[src/rtl/activation_requant_layer_pkg.sv]
// Shared layer definitions: element widths, saturation limits and the layer FSM state type.
// Imported by every dense/activation layer block so chained layers agree on widths.
package nn_pkg;
    localparam int LATIME = 8;
    localparam int ACC_W  = 4 * LATIME;
    localparam int ACT_W  = 2 * LATIME;

    localparam logic signed [ACT_W-1:0] ACT_MAX = {1'b0, {(ACT_W-1){1'b1}}};
    localparam logic signed [ACT_W-1:0] ACT_MIN = {1'b1, {(ACT_W-1){1'b0}}};

    typedef enum logic [1:0] {
        ST_IDLE = 2'd0,
        ST_RUN  = 2'd1,
        ST_DONE = 2'd2
    } layer_state_t;
endpackage

[src/rtl/activation_requant_layer_if.sv]
// Vector bus between a dense layer (master) and the activation/requant layer (slave).
// Carries the start level, the accumulator vector and the requantized result vector.
interface activation_requant_layer_if
    import nn_pkg::*;
#(
    parameter int numar_neuroni = 32,
    parameter int latime        = LATIME
);
    logic                       enable;
    logic signed [4*latime-1:0] date_intrare [0:numar_neuroni-1];
    logic signed [2*latime-1:0] date_iesire  [0:numar_neuroni-1];
    logic                       saturat;
    logic                       activare_terminata;

    modport master (
        output enable, date_intrare,
        input  date_iesire, saturat, activare_terminata
    );

    modport slave (
        input  enable, date_intrare,
        output date_iesire, saturat, activare_terminata
    );
endinterface

[src/rtl/activation_requant_layer_requant_unit.sv]
// Combinational ReLU, rounding arithmetic right shift and saturation of one accumulator.
// One extra bit of headroom keeps the rounding add from wrapping at the positive extreme.
module requant_unit
    import nn_pkg::*;
#(
    parameter int latime = LATIME,
    parameter int SHIFT  = 8,
    parameter int RELU   = 1,
    parameter int ROUND  = 1
) (
    input  logic signed [4*latime-1:0] acc,
    output logic signed [2*latime-1:0] act,
    output logic                       sat
);
    localparam int ACC_WL = 4 * latime;
    localparam int ACT_WL = 2 * latime;
    localparam int W      = ACC_WL + 1;

    localparam logic signed [W-1:0] RND = (ROUND != 0) ? (W'(1) << (SHIFT - 1)) : '0;
    localparam logic signed [W-1:0] HI  = {{(W-ACT_WL+1){1'b0}}, {(ACT_WL-1){1'b1}}};
    localparam logic signed [W-1:0] LO  = {{(W-ACT_WL+1){1'b1}}, {(ACT_WL-1){1'b0}}};

    logic signed [W-1:0] v;

    always_comb begin
        v = {acc[ACC_WL-1], acc};
        if ((RELU != 0) && (v < 0)) begin
            v = '0;
        end
        v = (v + RND) >>> SHIFT;
        sat = 1'b0;
        act = v[ACT_WL-1:0];
        if (v > HI) begin
            act = HI[ACT_WL-1:0];
            sat = 1'b1;
        end else if (v < LO) begin
            act = LO[ACT_WL-1:0];
            sat = 1'b1;
        end
    end
endmodule

[src/rtl/activation_requant_layer.sv]
// Walks the accumulator vector one element per clock through requant_unit into a register file.
// Start is the level of enable in IDLE; DONE is sticky until reset and ignores enable.
module activation_requant_layer
    import nn_pkg::*;
#(
    parameter int numar_neuroni = 32,
    parameter int latime        = LATIME,
    parameter int SHIFT         = 8,
    parameter int RELU          = 1,
    parameter int ROUND         = 1
) (
    input  logic                        clock,
    input  logic                        reset,
    activation_requant_layer_if.slave   bus
);
    localparam int ACT_WL = 2 * latime;
    localparam int IDX_W  = (numar_neuroni > 1) ? $clog2(numar_neuroni) : 1;
    localparam logic [IDX_W-1:0] LAST = IDX_W'(numar_neuroni - 1);

    layer_state_t             state_q, state_d;
    logic [IDX_W-1:0]         idx_q, idx_d;
    logic signed [ACT_WL-1:0] dout_q [0:numar_neuroni-1];
    logic signed [ACT_WL-1:0] dout_d [0:numar_neuroni-1];
    logic                     sat_q, sat_d;
    logic                     done_q, done_d;

    logic signed [ACT_WL-1:0] elem_act;
    logic                     elem_sat;

    requant_unit #(
        .latime (latime),
        .SHIFT  (SHIFT),
        .RELU   (RELU),
        .ROUND  (ROUND)
    ) u_requant (
        .acc (bus.date_intrare[idx_q]),
        .act (elem_act),
        .sat (elem_sat)
    );

    always_comb begin
        state_d = state_q;
        idx_d   = idx_q;
        dout_d  = dout_q;
        sat_d   = sat_q;
        done_d  = done_q;
        case (state_q)
            ST_IDLE: begin
                if (bus.enable) begin
                    state_d = ST_RUN;
                    idx_d   = '0;
                end
            end
            ST_RUN: begin
                dout_d[idx_q] = elem_act;
                sat_d         = sat_q | elem_sat;
                if (idx_q == LAST) begin
                    state_d = ST_DONE;
                    done_d  = 1'b1;
                end else begin
                    idx_d = idx_q + 1'b1;
                end
            end
            ST_DONE: done_d = 1'b1;
            default: state_d = ST_IDLE;
        endcase
    end

    always_ff @(posedge clock or posedge reset) begin
        if (reset) begin
            state_q <= ST_IDLE;
            idx_q   <= '0;
            sat_q   <= 1'b0;
            done_q  <= 1'b0;
            for (int i = 0; i < numar_neuroni; i++) begin
                dout_q[i] <= '0;
            end
        end else begin
            state_q <= state_d;
            idx_q   <= idx_d;
            sat_q   <= sat_d;
            done_q  <= done_d;
            dout_q  <= dout_d;
        end
    end

    assign bus.date_iesire        = dout_q;
    assign bus.saturat            = sat_q;
    assign bus.activare_terminata = done_q;
endmodule
[src/flat_wrapper.sv]
// flat-port wrapper written by rule: the top's interface ports become plain ports
module activation_requant_layer_flat import nn_pkg::*;
#(
    parameter int numar_neuroni = 32,
    parameter int latime        = LATIME,
    parameter int SHIFT         = 8,
    parameter int RELU          = 1,
    parameter int ROUND         = 1
)
  (clock, reset, bus_enable, bus_date_intrare, bus_date_iesire, bus_saturat, bus_activare_terminata);
  activation_requant_layer_if #(.numar_neuroni(numar_neuroni), .latime(latime)) bus_i ();
  input  logic clock;
  input  logic reset;
  input wire logic [$bits(bus_i.enable)-1:0] bus_enable;
  input wire logic [$bits(bus_i.date_intrare)-1:0] bus_date_intrare;
  output wire logic [$bits(bus_i.date_iesire)-1:0] bus_date_iesire;
  output wire logic [$bits(bus_i.saturat)-1:0] bus_saturat;
  output wire logic [$bits(bus_i.activare_terminata)-1:0] bus_activare_terminata;
  assign bus_i.enable = bus_enable;
  assign bus_i.date_intrare = {>>{bus_date_intrare}};
  assign bus_date_iesire = {>>{bus_i.date_iesire}};
  assign bus_saturat = bus_i.saturat;
  assign bus_activare_terminata = bus_i.activare_terminata;
  activation_requant_layer #(.numar_neuroni(numar_neuroni), .latime(latime), .SHIFT(SHIFT), .RELU(RELU), .ROUND(ROUND)) u_core (.clock(clock), .reset(reset), .bus(bus_i));
endmodule
[config.mk]
export PLATFORM = sky130hd
export DESIGN_NAME = activation_requant_layer_flat
export DESIGN_NICKNAME = d
export VERILOG_FILES = /design/src/rtl/activation_requant_layer_pkg.sv /design/src/rtl/activation_requant_layer_if.sv /design/src/rtl/activation_requant_layer_requant_unit.sv /design/src/rtl/activation_requant_layer.sv /design/src/flat_wrapper.sv
export SDC_FILE = /design/constraint.sdc
export NUM_CORES = 1
export LEC_CHECK = 0
export CORE_AREA = 2 2 595 597
export DETAILED_ROUTE_END_ITERATION = 12
export DIE_AREA = 0 0 597 599
export HOLD_SLACK_MARGIN = 0.12
export PLACE_DENSITY = 0.31
export SLEW_MARGIN = 10
export SYNTH_ARGS = -nofsm -noshare
export SYNTH_HDL_FRONTEND = slang
export SYNTH_SLANG_ARGS = --single-unit
[constraint.sdc]
create_clock -name clock -period 18.2 [get_ports clock]
set_input_delay 2.73 -clock clock [delete_from_list [all_inputs] [get_ports clock]]
set_output_delay 2.73 -clock clock [all_outputs]
set_load 0.005 [all_outputs]
==> results_dict.tcl, run 1 <==
set metrics [dict create \
    outcome "completed" \
    die_y_um 599 \
    final_cell_area_sq_um 48400 \
    met2_usage 0.245 \
    cts_setup_buffers 0 \
    finalNetCount 5216 \
    synth_nets 4000 \
    maxSlewViolCount 0 \
    drt_iter0_markers 2236 \
    syn2layout_area_growth_pct 79.6 \
    coreArea_sq_um 351000 \
    fin_cells 8892 \
    antenna_left 0 \
    die_area_sq_um 358000 \
    cts_buffer_depth 4 \
    num_rows 218 \
    dr_total_vias 29200 \
    num-fill-cells 39900 \
    met1_usage 0.173 \
    slew_headroom 0.0357 \
    grt_pass1_wl_um 338000 \
    synth.area.top_cells "dfrtp_1 (48%), mux2i_1 (14%), nor2_1 (11%)" \
    rsz0062_at_grt "false" \
    place_hpwl_um 212000 \
    cp_data_arrival_time_ns 9.97 \
    drv_cap 0 \
    grt_util_met3 0.0588 \
    drive_gt1_frac 0.0689 \
    finalSetupViolCount 0 \
    fin_crit_sh 0.516 \
    multi_input_area_sq_um 13100 \
    power.ir.vdd_worst_uv 58.4 \
    min_path_type "flip-flop to flip-flop" \
    final_cell_mix "clkdlybuf4s50_1 (1316), nor2_1 (794), dfrtp_1 (516), mux2i_1 (386), a21oi_1 (295)" \
    place.gp.congestion 0.925 \
    synth.largest_area_cell "dfrtp_1" \
    grt.total_usage 0.145 \
    clock_sinks 521 \
    cp-end-kind "flip-flop" \
    ys.flop_type "dfrtp_1" \
    hold_viol_final 0 \
    antenna_found_initial 130 \
    avgSynthCellArea_sq_um 9.09 \
    syn_inst 2967 \
    grt_max_degree 173 \
    hold_ws_ns 0.482 \
    clkLatencyLatePin_ns 0.76 \
    drt_wl_total_um 270000 \
    tightestPinTransition_ns 1.41 \
    synth_edf_count 0 \
    wire_per_inst_um 30.4 \
    synth.distinct_cells 52 \
    numPortBuffers 1316 \
    ys_seq_area_frac 0.483 \
    first_global_vias 30300 \
    ys_async_sr_fraction 1.00 \
    seq_area_sq_um 13000 \
    die_width_um 597 \
    powerDensity_nw_per_um2 69.2 \
    start_util 0.0768 \
    busiest_layer "met2" \
    post-route-util 0.138 \
    dp_cells 8725 \
    min_period_ns 9.39 \
    mostFrequentLayoutCell "clkdlybuf4s50_1" \
    ctsHoldBuffers 0 \
    placed_area_sq_um 45800 \
    leakage_nw 19.5 \
    grt_overflow_total 0 \
    fmax_mhz 106 \
    htree_num_levels 3 \
    path_clk_slew_ns 0.07 \
    path_class "primary input to flip-flop" \
    cts_tree "yes" \
    ys_warn_count 0 \
    drt_pass1_iterations 8 \
    start_kind "primary input" \
    synth_top_area_frac 0.483 \
    fin_tns_setup_ns 0 \
    drc_errors 0 \
    crit_path_max_fanout 89 \
    crit_required_ns 18.77 \
    fin_skew_ns 0.0530 \
    cts_root_buf "clkbuf_16" \
    synth_seq_cells 521 \
    io_pins 1541 \
    routed_via_density 3.28 \
    cts_buffers 76 \
    post_cts_resized 0 \
    syn_area_sq_um 27000 \
]
final cells by class:
class / count / share of cell area
Antenna cell: 36 / 0.00186
Multi-Input combinational cell: 2171 / 0.270
Inverter: 5 / 0.000542
Tap cell: 4620 / 0.119
Clock inverter: 17 / 0.00356
Clock buffer: 114 / 0.0482
Sequential cell: 521 / 0.269
Timing Repair Buffer: 1408 / 0.287
cells in the mapped netlist (all sizes together), types with 7 or more instances:
cell type and number:
xnor2 8, nand4 7, clkbuf 163, nand3 14
and2 38, o21ai 8, dfrtp 521, mux2i 386
o22ai 193, nor2 820, a21oi 295, buf 107
or4 11, nand2 75, mux4 7, a31oi 193
nor4 42
layer usage:
metal / vias up / wire length (um)
met5: - / 407
met4: 62 / 5160
met3: 313 / 27000
met2: 1397 / 127000
met1: 14400 / 110000
li1: 13000 / -
worst max-delay path, stage by stage:
cell and delay [ns]:
clkdlybuf4s50_1 0.41, mux2i_1 0.61, buf_4 0.26, o22ai_1 0.09
nor4_2 0.59, nand2_2 0.48, or4_1 0.93, nor4_1 0.94
nand3_1 0.20, xnor2_1 0.23, a2111oi_4 0.43, buf_4 0.68
buf_4 0.93, a31oi_1 0.17
per-stage QoR:
step	total power, W	setup slack [ns]
detailed placement	0.00186	7.75
finish	0.00335	8.81
floorplan	0.00140	0.915
CTS	0.00344	8.63
global placement	0.00186	7.82
global route	0.00351	8.34
power breakdown:
group	switching, W	internal (W)
Clock	0.000610	0.000912
Sequential	0.0000296	0.00121
Combinational	0.000293	0.000297
sequential cells by signal, indices dropped and copies added (netlist names):
name / cells
u_core.state_q: 2
u_core.bus.date_iesire: 512
u_core.bus.saturat: 1
u_core.bus.activare_terminata: 1
u_core.idx_q: 5
cells by family after synthesis:
| kind of cell | share of synthesized area |
|---|---|
| and+or+nand+nor | 0.164 |
| AOI/OAI and AO/OA | 0.151 |
| DFF | 0.483 |
| muxes | 0.149 |
| buffers and inverters | 0.0452 |
| xor gates and xnor gates | 0.00422 |
| adders and majority gates | 0.00278 |
final timing paths:
path / to / slack [ns] / from / cells after the start
min in group asynchronous: u_core.bus.date_iesire[216] / 2.48 / reset / 2
worst max-delay path: u_core.bus.date_iesire[312] / 8.81 / bus_date_intrare[543] / 14
worst min register to register: u_core.bus.saturat / 0.48 / u_core.bus.saturat / 1
worst max register to register: u_core.bus.date_iesire[312] / 9.21 / u_core.idx_q[1] / 16
max in group asynchronous: u_core.bus.date_iesire[390] / 12.52 / reset / 5
worst min-delay path: u_core.bus.saturat / 0.48 / u_core.bus.saturat / 1
Power figures use the tool's default switching activity.
==> run 2: changes to the inputs <==
==> constraint.sdc (replaced) <==
create_clock -name clock -period 7.8 [get_ports clock]
set_input_delay 1.17 -clock clock [delete_from_list [all_inputs] [get_ports clock]]
set_output_delay 1.17 -clock clock [all_outputs]
set_load 0.005 [all_outputs]
==> results_dict.tcl, run 2 (synthesized netlist as in run 1, its figures left out) <==
set metrics [dict create \
    place_hpwl_um 216000 \
    rsz0062_at_grt "false" \
    coreArea_sq_um 351000 \
    grt_overflow_total 0 \
    mostFrequentLayoutCell "clkdlybuf4s50_1" \
    crit_path_max_fanout 39 \
    critPathSlowestCell "nand4b_1" \
    cts_tree "yes" \
    start_util 0.0768 \
    final_cell_mix "clkdlybuf4s50_1 (1316), nor2_1 (797), dfrtp_1 (516), mux2i_1 (385), a21oi_1 (295)" \
    dp_cells 8760 \
    drc_errors 0 \
    drt_iter0_markers 2115 \
    drt_pass1_iterations 8 \
    power_w 0.00782 \
    dr_total_vias 29400 \
    slew_headroom 0.0776 \
    powerDensity_nw_per_um2 160 \
    pwr-share-seq 0.370 \
    routed_via_density 3.29 \
    fin_crit_sh 0.853 \
    cp_cell_sequence "nand4b_1 -> buf_4 -> o22ai_1 -> nor4_1 -> nand2_1 -> nand4_1 -> nor4_1 -> buf_4 -> nor4b_1 -> o211ai_1 -> a2111oi_4 -> buf_12 -> buf_4 -> a31oi_1" \
    cp-end-kind "flip-flop" \
    crit_family "simple AND/OR/NAND/NOR gates" \
    grt_pass1_wl_um 338000 \
    fin_skew_ns 0.0522 \
    min_path_type "flip-flop to flip-flop" \
    antenna_left 0 \
    seq_area_sq_um 13000 \
    wire_per_inst_um 30.3 \
    outcome "completed" \
    maxSlewViolCount 0 \
    cts_root_buf "clkbuf_16" \
    p_sw_frac 0.278 \
    clkLatencyLatePin_ns 0.77 \
    clock_sinks 521 \
    min_period_ns 6.66 \
    htree_num_levels 3 \
    fin_tns_setup_ns 0 \
    pwr-share-comb 0.178 \
    leakage_nw 19.7 \
    p_clk_frac 0.452 \
    finalNetCount 5253 \
    drt_wl_total_um 271000 \
    die_area_sq_um 358000 \
    crit_required_ns 8.40 \
    ctsHoldBuffers 0 \
    die_y_um 599 \
    multi_input_area_sq_um 13100 \
    power_switching_w 0.00217 \
    num_rows 218 \
    slowest_delay_ns 1.07 \
    critPathBufInv 4 \
    finalSetupViolCount 0 \
    numPortBuffers 1316 \
    first_global_vias 30000 \
    power.ir.vdd_worst_uv 122 \
    grt_max_degree 126 \
    path_clk_slew_ns 0.05 \
    fin_cells 8938 \
    drive_gt1_frac 0.0750 \
    crit_top_cell "buf_4" \
    hold_viol_final 0 \
    place.gp.congestion 0.910 \
    cp_data_arrival_time_ns 7.26 \
    drv_cap 0 \
    grt.total_usage 0.146 \
    post_cts_resized 0 \
    tightestPinTransition_ns 1.35 \
    path_class "flip-flop to flip-flop" \
    syn2layout_area_growth_pct 81.1 \
    io_pins 1541 \
    cts_buffer_depth 4 \
    num-fill-cells 39900 \
    p_int_w 0.00565 \
    fmax_mhz 150 \
    post-route-util 0.139 \
    cts_setup_buffers 0 \
    start_kind "flip-flop" \
    die_width_um 597 \
    antenna_found_initial 130 \
    largest_reg_flops 512 \
    cts_buffers 78 \
]
[run 2: cell type report]
type | count | share of cell area
tap | 4620 | 0.118
inverter | 5 | 0.000461
antenna | 52 | 0.00266
clock inverter | 18 | 0.00443
sequential | 521 | 0.267
timing repair buffer | 1443 | 0.293
multi-input combinational | 2171 | 0.267
clock buffer | 108 | 0.0463
[run 2: layer usage]
layer,GRT usage,vias up,part of all wire
met3,0.0558,287,0.10
met4,0.0325,54,0.021
met1,0.179,14600,0.42
met2,0.239,1399,0.46
met5,0,-,0.0013
li1,-,13100,-
[run 2: final timing paths]
kind | startpoint | end | slack [ns] | cells after the start
min in group asynchronous | reset | u_core.bus.date_iesire[92] | 0.91 | 2
max in group asynchronous | reset | u_core.idx_q[1] | 5.12 | 4
setup / recovery | u_core.idx_q[3] | u_core.bus.date_iesire[228] | 1.14 | 14
hold reg to reg | u_core.bus.saturat | u_core.bus.saturat | 0.48 | 1
setup reg to reg | u_core.idx_q[3] | u_core.bus.date_iesire[228] | 1.14 | 14
hold / removal | u_core.bus.saturat | u_core.bus.saturat | 0.48 | 1
[run 2: per-stage QoR]
| stage | hold slack [ns] | setup WS (ns) | area (sq um) |
|---|---|---|---|
| 6_report | 0.479 | 1.14 | 48900 |
| 5_1_grt | 0.503 | 0.731 | 48800 |
| 4_1_cts | 0.485 | 0.930 | 48700 |
| 3_5_place_dp | 0.467 | 0.953 | 46300 |
| 3_3_place_gp | 0.465 | 0.997 | 46300 |
| 2_1_floorplan | 0.465 | -0.448 | 27000 |
[run 2: power groups by stage]
| stage | Sequential [W] | Combinational, W | Clock, W |
|---|---|---|---|
| after global routing | 0.00291 | 0.00148 | 0.00379 |
| after floorplan | 0.00295 | 0.000320 | 0 |
| final | 0.00290 | 0.00139 | 0.00354 |
| after CTS | 0.00290 | 0.00142 | 0.00370 |
| after global placement | 0.00294 | 0.00142 | 0 |
| after detailed placement | 0.00294 | 0.00142 | 0 |
